[src/rtl/rv32i_pkg.sv]
// rv32i_pkg: shared types and constants for the rv32i fetch stage
package rv32i_pkg;
  typedef logic [31:0] word_t;
  typedef logic [31:0] pc_t;
  typedef enum logic {RUN, HALTED} fetch_state_e;
  localparam pc_t RESET_PC_DEFAULT = 32'h0000_0000;
  localparam word_t NOP_INST_DEFAULT = 32'h0000_0013;
endpackage

[src/rtl/fetch_skid_buf.sv]
// fetch_skid_buf: one-entry {inst, pc} holding register for responses the output cannot take
module fetch_skid_buf
  import rv32i_pkg::*;
(
  input  logic  clk,
  input  logic  rst,
  input  logic  load_i,
  input  logic  clear_i,
  input  word_t inst_i,
  input  pc_t   pc_i,
  output logic  valid_o,
  output word_t inst_o,
  output pc_t   pc_o
);
  logic  valid_q;
  word_t inst_q;
  pc_t   pc_q;
  // clear wins over load; data only moves on load
  always_ff @(posedge clk) begin
    valid_q <= (rst | clear_i) ? 1'b0 : load_i ? 1'b1 : valid_q;
    inst_q  <= load_i ? inst_i : inst_q;
    pc_q    <= load_i ? pc_i : pc_q;
  end
  assign valid_o = valid_q;
  assign inst_o  = inst_q;
  assign pc_o    = pc_q;
endmodule

[src/rtl/fetch_unit.sv]
// fetch_unit: PC owner and 1-cycle imem fetch with skid, redirect and halt
module fetch_unit
  import rv32i_pkg::*;
#(
  parameter pc_t   RESET_PC = RESET_PC_DEFAULT,
  parameter word_t NOP_INST = NOP_INST_DEFAULT
) (
  input  logic        clk,
  input  logic        rst,
  output logic        imem_req,
  output logic [31:0] imem_addr,
  input  logic [31:0] imem_rdata,
  input  logic        stall,
  input  logic        redirect,
  input  logic [31:0] redirect_pc,
  input  logic        halt,
  output logic [31:0] inst,
  output logic [31:0] inst_pc,
  output logic        inst_valid,
  output logic        halted
);
  fetch_state_e state_q, state_d;
  pc_t   pc_q, pc_d, pend_pc_q, inst_pc_q, inst_pc_d, skid_pc, tgt;
  word_t inst_q, inst_d, skid_inst;
  logic  pend_q, inst_valid_q, inst_valid_d, skid_valid, run, can_load, flush;
  assign tgt      = redirect_pc & 32'hFFFF_FFFC;
  assign can_load = !(inst_valid_q & stall);
  assign flush    = run & (redirect | halt);
  fetch_skid_buf u_skid (
    .clk     (clk),
    .rst     (rst),
    .load_i  (pend_q & !can_load & !flush),
    .clear_i (flush | (can_load & skid_valid)),
    .inst_i  (imem_rdata),
    .pc_i    (pend_pc_q),
    .valid_o (skid_valid),
    .inst_o  (skid_inst),
    .pc_o    (skid_pc)
  );
  // state register
  always_ff @(posedge clk) state_q <= rst ? RUN : state_d;
  // halt is the only way out of RUN; only reset leaves HALTED
  always_comb state_d = (state_q == RUN && halt) ? HALTED : state_q;
  // decoded state outputs
  always_comb begin
    run    = (state_q == RUN);
    halted = (state_q == HALTED);
  end
  // request, next PC and output-register source selection (skid before fresh response)
  always_comb begin
    imem_req     = run & !skid_valid & can_load & !redirect & !halt;
    imem_addr    = pc_q;
    pc_d         = (run & !halt & redirect) ? tgt : imem_req ? pc_q + 32'd4 : pc_q;
    inst_valid_d = flush ? 1'b0 : !can_load ? inst_valid_q : skid_valid | pend_q;
    inst_d       = flush ? NOP_INST : !can_load ? inst_q : skid_valid ? skid_inst : pend_q ? imem_rdata : NOP_INST;
    inst_pc_d    = (flush | !can_load) ? inst_pc_q : skid_valid ? skid_pc : pend_q ? pend_pc_q : inst_pc_q;
  end
  // datapath registers
  always_ff @(posedge clk) begin
    if (rst) begin
      pc_q         <= RESET_PC;
      pend_q       <= 1'b0;
      pend_pc_q    <= RESET_PC;
      inst_valid_q <= 1'b0;
      inst_q       <= NOP_INST;
      inst_pc_q    <= '0;
    end else begin
      pc_q         <= pc_d;
      pend_q       <= imem_req;
      pend_pc_q    <= pc_q;
      inst_valid_q <= inst_valid_d;
      inst_q       <= inst_d;
      inst_pc_q    <= inst_pc_d;
    end
  end
  assign inst       = inst_q;
  assign inst_pc    = inst_pc_q;
  assign inst_valid = inst_valid_q;
endmodule

[config.mk]
export PLATFORM = sky130hd
export DESIGN_NAME = fetch_unit
export DESIGN_NICKNAME = d
export VERILOG_FILES = /design/src/rtl/rv32i_pkg.sv /design/src/rtl/fetch_skid_buf.sv /design/src/rtl/fetch_unit.sv
export SDC_FILE = /design/constraint.sdc
export NUM_CORES = 1
export LEC_CHECK = 0
export ABC_AREA = 1
export CORE_UTILIZATION = 46
export CTS_CLUSTER_DIAMETER = 100
export DETAILED_ROUTE_END_ITERATION = 8
export PLACE_DENSITY = 0.77
export SYNTH_ARGS = -nofsm -noshare
export SYNTH_HDL_FRONTEND = slang
export SYNTH_SLANG_ARGS = --single-unit
[constraint.sdc]
create_clock -name clk -period 5.1 [get_ports clk]
set_input_delay 1.53 -clock clk [delete_from_list [all_inputs] [get_ports clk]]
set_output_delay 1.53 -clock clk [all_outputs]
set_load 0.02 [all_outputs]
# Yosys cells after proc, flatten, opt, wreduce, memory -nomap -nowiden
# Cells that the tools add are included.
# word_totals
regBits,196
mem_bits_ro,0
latchBits,0
mem_count,0
mem_bits_rw,0
inputBits,69
# op_classes
n_mul,0
addsub,1
div,0
muxes,6
shift,0
n_lt_le_gt_ge,0
n_reduce_logical,11
n_eq_ne,0
bitwise_logic,18
# ops
cell,n
$mux 32,6
$add 32x3->32 const B,1
$and 1x1->1,11
$logic_not 1->1,5
$or 1x1->1,5
$reduce_bool 2->1,2
$reduce_or 2->1,2
$not 1->1,2
$reduce_and 2->1,1
$logic_and 1x1->1,1

# Longest topological paths before layout
# Gate-level depths: netlist of the first run.
# depth
word_depth,7
depth_mapped,10

# Hierarchy
# From an unflattened synthesis of the first run, not the netlist that was laid out.
# unflattened
cells_unflattened,916
hier_area_um2,7828.8
# by_module_without_submodules
module,cells_per_inst,area_per_inst_um2,instances
fetch_unit,846,5868.1,1
fetch_skid_buf,70,1960.6,1

# Worst setup path before layout of the first run
# OpenSTA, ideal clock, no wires.
# synth_path
path_kind,in2reg
from,input port stall
to,"register u_skid.inst_q[0] (netlist: u_skid.inst_o[0]), enable pin"
slack_ps,-98
stages,5
setup_ps,482
required_ps,4618
t_arrival_ps,4716
path_cell_list,nand2_2 > inv_2 > clkbuf_1 > nand2_1 > nor2_1
# synth_via
elab_chain_len,3
# synth_lines
element,line,rtl
from (decl),fetch_unit.sv:13,"input logic stall,"
$and 1x1->1,fetch_unit.sv:27,assign can_load = !(inst_valid_q & stall);
$and 1x1->1 (2 in series),fetch_unit.sv:32,".load_i (pend_q & !can_load & !flush),"
via u_skid.load_i,fetch_skid_buf.sv:7,"input logic load_i,"
to (signal assigned),fetch_skid_buf.sv:21,inst_q <= load_i ? inst_i : inst_q;
to (decl),fetch_skid_buf.sv:16,word_t inst_q;
# The timed path passes the listed nets, and every way through them passes these cells.
# A chain may end at the register's enable or synchronous reset.

# Worst setup path after layout of the first run
# layout_path
from,input port redirect
to,output port imem_req
# layout_via
elab_chain_len,3
# layout_lines
element,line,rtl
from (decl),fetch_unit.sv:14,"input logic redirect,"
$logic_not 1->1,fetch_unit.sv:51,imem_req = run & !skid_valid & can_load & !redirect & !halt;
$and 1x1->1 (2 in series),fetch_unit.sv:51,
to (decl),fetch_unit.sv:10,"output logic imem_req,"
# No other way between the ends.

==> impl_metrics.json, run 1 <==
{
  "status": "completed",
  "drt-total-wl_um": 19200,
  "rr_endpoint": "inst_pc[11]",
  "postSynthCellCount": 899,
  "nets": 1110,
  "clock_path_buffers": 2,
  "stdcell_area_um2": 9880,
  "firstDrtPassIters": 5,
  "finalHoldViolations": 0,
  "vias_per_cell": 5.16,
  "timing.rr.start": "u_skid.valid_o",
  "crit_path_frequent_cell": "clkdlybuf4s50_1",
  "setup_viol": 0,
  "hpwl_um": 12800,
  "pwr-share-seq_pct": 52.2,
  "clk_pin_slew_ps": 70,
  "critPathTopFamily": "buffers and inverters",
  "path_buf_inv": 3,
  "worstSkewPairLatency_ps": 430,
  "worstSetupStartpointType": "input port",
  "max_freq_mhz": 218,
  "gp_congestion": 0.864,
  "whs_endpoint": "u_skid.pc_o[21]",
  "synthToLayoutAreaGrowth_pct": 28.5,
  "tightestPinTransition_ps": 1020,
  "core-area_um2": 16100,
  "powerDensity_nw_per_um2": 310,
  "rsz0062_at_grt": "no",
  "h-tree-depth": 4,
  "combPwrFrac_pct": 8.3,
  "io_buffer_count": 161,
  "criticalPathCategory": "in -> out",
  "n_antenna_cell": 0,
  "switching_power_w": 0.000736,
  "skew_ps": 6.68,
  "cp.arrival_ps": 3060,
  "worstPathRequired_ps": 3570,
  "routedWlPerCell_um": 15.2,
  "power_leakage_nw": 3.55,
  "p_sw_share_pct": 24.0,
  "syn_area_um2": 7680,
  "die_h_um": 131,
  "grtUsageTotal_pct": 22.7,
  "row_count": 46,
  "cts_tree": "done",
  "synth_top_area_share_pct": 32.8,
  "grt_pass1_vias": 6089,
  "via_count": 6550,
  "post-cts-setup-buffer-count": 0,
  "finalNonFillerCells": 1269,
  "ys_warn_count": 0,
  "drc": 0,
  "slowest_delay_ps": 630,
  "cts_root_buf": "clkbuf_16",
  "synth_cell_types": 31,
  "cts_resized": 0,
  "cp_slowest_cell": "clkdlybuf4s50_1",
  "die_x_um": 131,
  "drive_gt1_share_pct": 7.22,
  "clkSinkCount": 188,
  "period_needed_ps": 4590,
  "start_util_pct": 47.7,
  "antenna_found_initial": 0,
  "clkPwrFrac_pct": 39.5,
  "rrSetupSlack_ps": 2820,
  "ys_ff_latch": 188,
  "p_int_w": 0.00233,
  "hold_buffers": 0,
  "avgSynthCellArea_um2": 8.55,
  "slew-limit-headroom_pct": 31.9,
  "cap_viol_max_count": 0,
  "worstPathCellList": "clkdlybuf4s50_1 > nor2_2 > nand3_2 > inv_1 > clkdlybuf4s50_1",
  "final_cell_mix": "nand2_1, clkdlybuf4s50_1, dfxtp_1, nor2_1, nand3_1",
  "grt_pass1_wl_um": 31000,
  "min-delay-start": "pend_pc_q[21]",
  "ios": 168,
  "peakVddDrop_mv": 0.239,
  "grt_overflow_total": 0,
  "post-place-cells": 1237,
  "antenna_left": 0,
  "synth_area_leader_cell": "dfxtp_1",
  "die-area_um2": 17200,
  "cp-end-kind": "output pin",
  "fin_crit_sh_pct": 89.9,
  "final_common_cell": "nand2_1",
  "finalSetupTns_ps": 0,
  "critPathMaxFanout": 4,
  "grt_max_degree": 61,
  "yosys-top-cells-area": "dfxtp_1, edfxtp_1, nand2_1",
  "numCtsBuffers": 17,
  "whs_path_depth": 0,
  "fillers": 1389,
  "maxSlewViolCount": 0,
  "min_path_type": "reg -> reg",
  "drt_iter0_drc": 570,
  "yosysSeqAreaShare_pct": 57.0,
  "rr_worst_depth": 7,
  "placedInstanceArea_um2": 9340
}
[logic make-up after synthesis]
group                      Yosys count  share of synthesized area, %
buffers and inverters               96                          6.15
adders and majority gates            1                         0.163
other                                1                        0.0488
and+or+nand+nor                    491                          27.4
xor gates and xnor gates             3                         0.342
DFF                                188                          57.0
AOI/OAI and AO/OA                  119                          8.89
[Yosys cell counts (all sizes together)]
| master | n |
|---|---|
| nor3 | 1 |
| edfxtp | 62 |
| conb | 1 |
| and2 | 1 |
| inv | 47 |
| o221ai | 3 |
| xor2 | 3 |
| nor2 | 132 |
| ha | 1 |
| buf | 32 |
| nand4 | 1 |
| nand2 | 286 |
| dfxtp | 126 |
| a21oi | 6 |
| o21ai | 49 |
| or2 | 1 |
| a31oi | 61 |
| nand3 | 69 |
| clkbuf | 17 |
[how the worst max path moves through the flow]
stage	startpoint	endpoint	slack, ps	cells past startpoint
finish	redirect	imem_req	510	5
global route	redirect	imem_req	430	5
CTS	redirect	imem_req	480	5
detailed placement	redirect	imem_req	490	5
global placement	halt	imem_req	490	5
floorplan	stall	u_skid.inst_o[0]	920	5
[worst reg2reg max path, delay by kind of cell (launching register included)]
kind	cells	cell delay, ps
buffers and inverters	2	1130
AOI/OAI and AO/OA	3	420
DFF	1	380
and+or+nand+nor	2	280
[power groups by stage]
stage | sequential (W) | combinational (W) | clock, W
2_1_floorplan | 0.00165 | 0.000110 | 0
3_3_place_gp | 0.00163 | 0.000251 | 0
3_5_place_dp | 0.00163 | 0.000253 | 0
4_1_cts | 0.00160 | 0.000255 | 0.00123
5_1_grt | 0.00160 | 0.000275 | 0.00128
6_report | 0.00160 | 0.000254 | 0.00121
[routing by layer]
layer / track usage, % / vias to the layer above / wire length (µm)
met1: 31.2 / 3049 / 8940
li1: - / 3248 / -
met2: 35.6 / 230 / 8940
met3: 4.32 / 23 / 1090
met4: 8.01 / 0 / 279
met5: 0 / - / 0
[sequential cells by signal, indices dropped and copies added, names as in the netlist]
register	cells
imem_addr	30
inst	32
u_skid.pc_o	30
u_skid.inst_o	32
u_skid.valid_o	1
pend_pc_q	30
halted	1
inst_valid	1
pend_q	1
inst_pc	30
[layout make-up]
type | count | area [µm²] | area share, %
Sequential cell | 188 | 4380 | 44.4
Multi-Input combinational cell | 618 | 2850 | 28.8
Timing Repair Buffer | 168 | 1660 | 16.8
Clock buffer | 19 | 443 | 4.48
Tap cell | 216 | 270 | 2.74
Inverter | 47 | 176 | 1.79
Clock inverter | 13 | 92.6 | 0.937
[stage by stage]
step	worst slack (ps)	hold slack, ps	total power, W	util [%]
after floorplan	918	409	0.00176	-
after global placement	489	411	0.00188	58.0
after detailed placement	488	417	0.00188	58.0
after CTS	479	434	0.00308	61.3
after global routing	426	435	0.00316	61.3
final	515	434	0.00306	61.3
(Power assumes the default switching activity.)
==> run 2: changes to the inputs <==
--- a/config.mk
+++ b/config.mk
@@ -7,7 +7,7 @@
 export LEC_CHECK = 0
 export ABC_AREA = 1
 export CORE_UTILIZATION = 46
-export CTS_CLUSTER_DIAMETER = 100
+export CTS_CLUSTER_DIAMETER = 150
 export DETAILED_ROUTE_END_ITERATION = 8
 export PLACE_DENSITY = 0.77
 export SYNTH_ARGS = -nofsm -noshare
==> results of run 2 <==
Final layout, timing and power as in run 1 (identical DEF).
==> run 3: changes to the inputs <==
--- a/config.mk
+++ b/config.mk
@@ -10,6 +10,7 @@
 export CTS_CLUSTER_DIAMETER = 150
 export DETAILED_ROUTE_END_ITERATION = 8
 export PLACE_DENSITY = 0.77
+export SETUP_SLACK_MARGIN = 0.1
 export SYNTH_ARGS = -nofsm -noshare
 export SYNTH_HDL_FRONTEND = slang
 export SYNTH_SLANG_ARGS = --single-unit
==> results of run 3 <==
Final layout, timing and power as in run 1 (identical DEF).
